--- src/rtl/load_store_unit.sv ---
// RV32I load/store sequencer in front of a word-wide, 1-cycle-read data memory.
// Sub-word stores become read-modify-write; misaligned or illegal accesses never touch memory.
module load_store_unit (
  input  logic        clk,
  input  logic        reset,
  input  logic        req_valid,
  output logic        req_ready,
  input  logic        req_we,
  input  logic [2:0]  req_funct3,
  input  logic [31:0] req_addr,
  input  logic [31:0] req_wdata,
  output logic        rsp_valid,
  output logic [31:0] rsp_rdata,
  output logic        rsp_error,
  output logic        mem_we,
  output logic [31:0] mem_A,
  output logic [31:0] mem_WD,
  input  logic [31:0] mem_ReadData
);

  typedef enum logic [2:0] {
    IDLE,
    LD_REQ,
    LD_RSP,
    RMW_RD,
    WR,
    ERR
  } state_e;

  state_e      state_q, state_d;
  logic [2:0]  funct3_q;
  logic [31:0] addr_q;
  logic [31:0] wdata_q;

  logic        reqIllegal;
  logic [7:0]  loadByte;
  logic [15:0] loadHalf;
  logic [31:0] loadData;
  logic [31:0] mergedWord;

  always_comb begin
    reqIllegal = 1'b1;
    case (req_funct3)
      3'b000:  reqIllegal = 1'b0;
      3'b001:  reqIllegal = req_addr[0];
      3'b010:  reqIllegal = (req_addr[1:0] != 2'b00);
      3'b100:  reqIllegal = req_we;
      3'b101:  reqIllegal = req_we | req_addr[0];
      default: reqIllegal = 1'b1;
    endcase
  end

  always_comb begin
    state_d = state_q;
    case (state_q)
      IDLE: begin
        if (req_valid) begin
          if (reqIllegal)                state_d = ERR;
          else if (!req_we)              state_d = LD_REQ;
          else if (req_funct3 == 3'b010) state_d = WR;
          else                           state_d = RMW_RD;
        end
      end
      LD_REQ:  state_d = LD_RSP;
      LD_RSP:  state_d = IDLE;
      RMW_RD:  state_d = WR;
      WR:      state_d = IDLE;
      ERR:     state_d = IDLE;
      default: state_d = IDLE;
    endcase
  end

  always_ff @(posedge clk) begin
    if (reset) begin
      state_q  <= IDLE;
      funct3_q <= 3'b000;
      addr_q   <= 32'h0;
      wdata_q  <= 32'h0;
    end else begin
      state_q <= state_d;
      if (state_q == IDLE && req_valid) begin
        funct3_q <= req_funct3;
        addr_q   <= req_addr;
        wdata_q  <= req_wdata;
      end
    end
  end

  // Lane selection uses the captured byte offset; the memory word is always aligned.
  always_comb begin
    loadByte = mem_ReadData[{addr_q[1:0], 3'b000} +: 8];
    loadHalf = addr_q[1] ? mem_ReadData[31:16] : mem_ReadData[15:0];
    case (funct3_q)
      3'b000:  loadData = {{24{loadByte[7]}}, loadByte};
      3'b100:  loadData = {24'h0, loadByte};
      3'b001:  loadData = {{16{loadHalf[15]}}, loadHalf};
      3'b101:  loadData = {16'h0, loadHalf};
      default: loadData = mem_ReadData;
    endcase
  end

  always_comb begin
    mergedWord = mem_ReadData;
    case (funct3_q)
      3'b000:  mergedWord[{addr_q[1:0], 3'b000} +: 8] = wdata_q[7:0];
      3'b001:  mergedWord[{addr_q[1], 4'b0000} +: 16] = wdata_q[15:0];
      default: mergedWord = wdata_q;
    endcase
  end

  // Reset gates every output so nothing leaks to memory or the pipeline while held.
  always_comb begin
    req_ready = !reset && (state_q == IDLE);
    rsp_valid = !reset && (state_q == LD_RSP || state_q == WR || state_q == ERR);
    rsp_error = !reset && (state_q == ERR);
    rsp_rdata = (!reset && state_q == LD_RSP) ? loadData : 32'h0;
    mem_we    = !reset && (state_q == WR);
    mem_A     = reset ? 32'h0 : {addr_q[31:2], 2'b00};
    mem_WD    = (!reset && state_q == WR) ? mergedWord : 32'h0;
  end

endmodule

--- config.mk ---
export PLATFORM = sky130hd
export DESIGN_NAME = load_store_unit
export DESIGN_NICKNAME = d
export VERILOG_FILES = /design/src/rtl/load_store_unit.sv
export SDC_FILE = /design/constraint.sdc
export NUM_CORES = 1
export LEC_CHECK = 0
export BUFFER_PORTS_ARGS = -buffer_cell sky130_fd_sc_hd__buf_2
export CAP_MARGIN = 20
export CORE_MARGIN = 2
export CORE_UTILIZATION = 44
export DETAILED_ROUTE_END_ITERATION = 10
export GPL_TIMING_DRIVEN = 0
export HOLD_SLACK_MARGIN = 0.15
export MAX_ROUTING_LAYER = met4
export PLACE_DENSITY_LB_ADDON = 0.1
export SLEW_MARGIN = 20
export SYNTH_ARGS = -nofsm -noshare
export SYNTH_HDL_FRONTEND = slang
export SYNTH_SLANG_ARGS = --single-unit
--- constraint.sdc ---
create_clock -name clk -period 1.9 [get_ports clk]
set_input_delay 0.095 -clock clk [delete_from_list [all_inputs] [get_ports clk]]
set_output_delay 0.095 -clock clk [all_outputs]
set_load 0.02 [all_outputs]
==> impl.org <==
** Outcome
- The flow ran to the end, but the final reports show violations.
- Failing checks :: negative setup slack

** Global route
- Via count of the first global-routing pass :: about 6000
- Across every metal layer, demand over resource in global routing totals around a third.
- GR Overflow Total :: 0
- Number of antenna violations at the first check in global routing :: 0
- Entering global routing, the biggest net connects 13 pins.
- The first global-routing pass estimated 29800 microns of wire.

** Pwr
- Per report_power, the sequential group accounts for a little over a third of the total.
- Highest ir drop seen on vdd :: between 0.6 and 0.7 mV
- For this design the static power due to leakage is ~3.5 nW.
- Internal power component :: approximately 3.2 mW
- Logic gate share of total power :: about 40%
- In this run the power spent charging and discharging nets is ~1.8 mW.
- Of the total power, the share spent switching nets is about 36%.
- Clock share of power :: ~25%
- Power Density :: about 630 nW/um^2

** Cells and area
- Net count, final :: between 900 and 1000
- Relative to the synthesized area, the layout overhead comes to 70.6%.
- The library cell used most frequently in the layout, excluding fill and tap cells, is buf_2.
- After filler insertion, the fill cell instance count of the layout stands at between 700 and 800.
- The number of antenna diodes in the final layout is 0.
- Post-route core utilization :: about three quarters
- Top library cells by usage in the layout, fill and taps aside :: buf_2 (148), nor2_1 (105), a21oi_1 (76)
- Share of layout cells above drive strength 1 :: around 41%

** Synthesis
- Count of synthesis-stage warnings from yosys :: 0
- Async S/R FF share, synth :: 0%
- Number of synthesized flops with an enable pin :: 0
- Summed over all instances, the cell type with the most area after synthesis is dfxtp_1.
- The synthesized design contains 70 register bits.
- Sequential area share after synthesis :: roughly 30%
- Most common flop cell mapped by yosys :: dfxtp_1
- Mapped Avg Cell Area :: a little under 8 sq um
- After technology mapping, the gate count stands at between 500 and 600.
- Synth top area cells :: dfxtp_1 (30%), a21oi_1 (9.6%), nor2_1 (8.9%)
- Number of distinct library cells after synthesis :: between 50 and 60
- Fraction of synthesized cell area taken by the top area cell type :: between 30 and 40%
- The synthesized netlist occupies a cell area of 4630 sq um.

** Die
- I/O pins :: 203
- The initial utilization of the core area, before any placement, comes to a little under half.
- Full die area :: between 10000 and 15000 sq um
- The initialized floorplan defines 37 standard-cell rows.
- Measured along the x axis, the die boundary spans 107 microns.
- The total area inside the core boundary comes to just over 10000 sq um.
- The die is 107 microns tall.

** STA
- Setup violations remaining at the end of the flow were counted as 63.
- RSZ-0062 raised after global routing :: true
- Dividing the final minimum period by the clock period gives 118%.
- For the final database, setup skew stands at between 0.008 and 0.009 ns.
- Timing-limited maximum frequency :: roughly 0.45 GHz
- Period minus WS final :: between 2 and 2.5 ns
- Final Slew Violations :: 0
- Transition time at the pin with the least slew margin :: just over 0.7 ns
- Final Worst Setup Slack :: -0.336 ns
- Headroom to the max-slew limit came out at 52.1%.
- Final Hold Fails :: 0

** Detailed routing
- Wire length per cell after detailed routing :: between 15 and 20 microns
- After the first detailed-routing iteration, the DRC count stood at between 400 and 500.
- 1st-pass router iterations :: 5
- Post-Route WL :: about 19000 microns
- The routed layout has 5864 vias.
- Antenna-violating nets left :: 0
- DRC viols :: 0
- In the routed layout, each cell is associated on average with a via count of 5.70.

** Critical path
- For the worst setup path, the data required time is between 1.5 and 2 ns.
- Worst Setup End Kind :: output port
- R2r worst-path depth :: 6
- In this run the worst path has a maximum fanout of 6.
- Following the worst setup path forward leads to its endpoint at mem_WD[19].
- CP Launch Point :: addr_q[0]
- The setup check on the worst reg-to-reg path leaves a slack of 0.24 ns.
- Crit path DAT :: around 2.1 ns
- Crit Path Class :: reg -> out
- Crit start category :: register
- The startpoint identified for the worst register-to-register timing path is state_q[1].
- In this run the critical register-to-register path is captured at funct3_q[0].

** Place
- Routability-driven placement finished with a final weighted congestion of between 0.9 and 1.
- After legalization and detailed placement, the total HPWL measured roughly 13000 microns.
- Worst setup timing slack at the placement stage :: -0.538 ns
- Buffers placed on the I/O ports in this run total between 150 and 200.

** Clock network
- Worst skew pair latency :: between 0.3 and 0.4 ns
- Largest buffer count on any clock path :: 2
- Clock Sink Count :: 70
- Num CTS Buffers :: 9
- The tree is rooted in a clkbuf_8.
- Worst-path clk slew :: about 0.070 ns
- Clock tree from TritonCTS :: built
- The H-tree was split into 3 levels.

** Min path
- Worst hold path class :: in -> reg

** Run
- The tool flagged a number of max-cap violations equal to 0.
repair_timing:
item,in CTS,in global routing
setup endpoints to repair,66,66
hold endpoints to repair,68,0
gates resized for setup,191,37
cloned,1,1
hold buffers,68,0
buffers inserted,26,4
pin swaps,30,30
per-stage QoR:
stage | power [mW] | hold WS (ns) | cells | TNS, ns | area [sq um]
global route | 5.21 | 0.261 | 1028 | -16.56 | 7890
finish | 4.99 | 0.261 | 1028 | -12.69 | 7890
detailed placement | 3.29 | 0.309 | 921 | -15.01 | 5930
floorplan | 2.81 | 0.216 | 586 | -0.354 | 4760
global placement | 3.26 | 0.302 | 921 | -15.23 | 5930
CTS | 4.88 | 0.242 | 1024 | -12.83 | 7670
Yosys cell counts (all sizes together), types with 9 or more instances:
cell type,count
a21o,17
nor2b,38
a22oi,9
dfxtp,70
a221o,15
a21oi,91
nor2,113
nand2b,30
o21ai,20
mux2,9
buf,32
nand2,26
a2111oi,9
clkbuf,20
power groups by stage:
stage	logic (mW)	registers (mW)	clock network [mW]
after floorplan	1.07	1.74	0
after global placement	1.48	1.78	0
after detailed placement	1.50	1.78	0
after CTS	1.89	1.76	1.23
after global routing	2.13	1.78	1.29
final	2.00	1.77	1.23
per-layer routing:
| layer | GRT usage (%) | routed length, microns |
|---|---|---|
| met1 | 38.7 | 7400 |
| met3 | 5.21 | 1450 |
| met4 | 16.1 | 920 |
| met5 | - | 0 |
| met2 | 59.2 | 9650 |
how the worst min path moves through the flow:
stage	endpoint	startpoint	cells after the start
global route	state_q[1]	req_valid	3
finish	state_q[1]	req_valid	3
global placement	addr_q[30]	req_addr[30]	3
detailed placement	addr_q[16]	req_addr[16]	3
floorplan	addr_q[10]	req_addr[10]	2
CTS	state_q[1]	req_valid	3
flip-flops by register name, summed over array words and instances, names as in the netlist:
signal	flops
wdata_q	32
state_q	3
funct3_q	3
addr_q	32
worst max-delay path, cell delays in order (launching register included):
cell        delay [ns]
dfxtp_4           0.37
buf_12            0.10
clkinvlp_4        0.12
ha_4              0.29
nor2b_4           0.17
a31oi_4           0.11
nor3_4            0.17
buf_6             0.18
o2bb2ai_2         0.13
buf_6             0.14
layout make-up:
cell class / count / area (sq um) / share of cell area, %
Sequential cell: 70 / 1420 / 17.9
Timing Repair Buffer: 293 / 2290 / 29.0
Buffer: 49 / 377 / 4.77
Multi-Input combinational cell: 457 / 3410 / 43.2
Inverter: 7 / 32.5 / 0.412
Clock inverter: 5 / 58.8 / 0.745
Tap cell: 136 / 170 / 2.16
Clock buffer: 11 / 141 / 1.79
cells by family after synthesis:
| kind of cell | count (synthesis) | synth area share (%) |
|---|---|---|
| simple gates | 229 | 25.9 |
| compound gates | 201 | 29.2 |
| flops | 70 | 30.3 |
| buf+inv | 59 | 6.46 |
| mux | 20 | 6.73 |
| fa+ha+maj | 5 | 1.35 |
| other cells | 1 | 0.0810 |
Note: power is estimated with default switching activity, not from simulation.
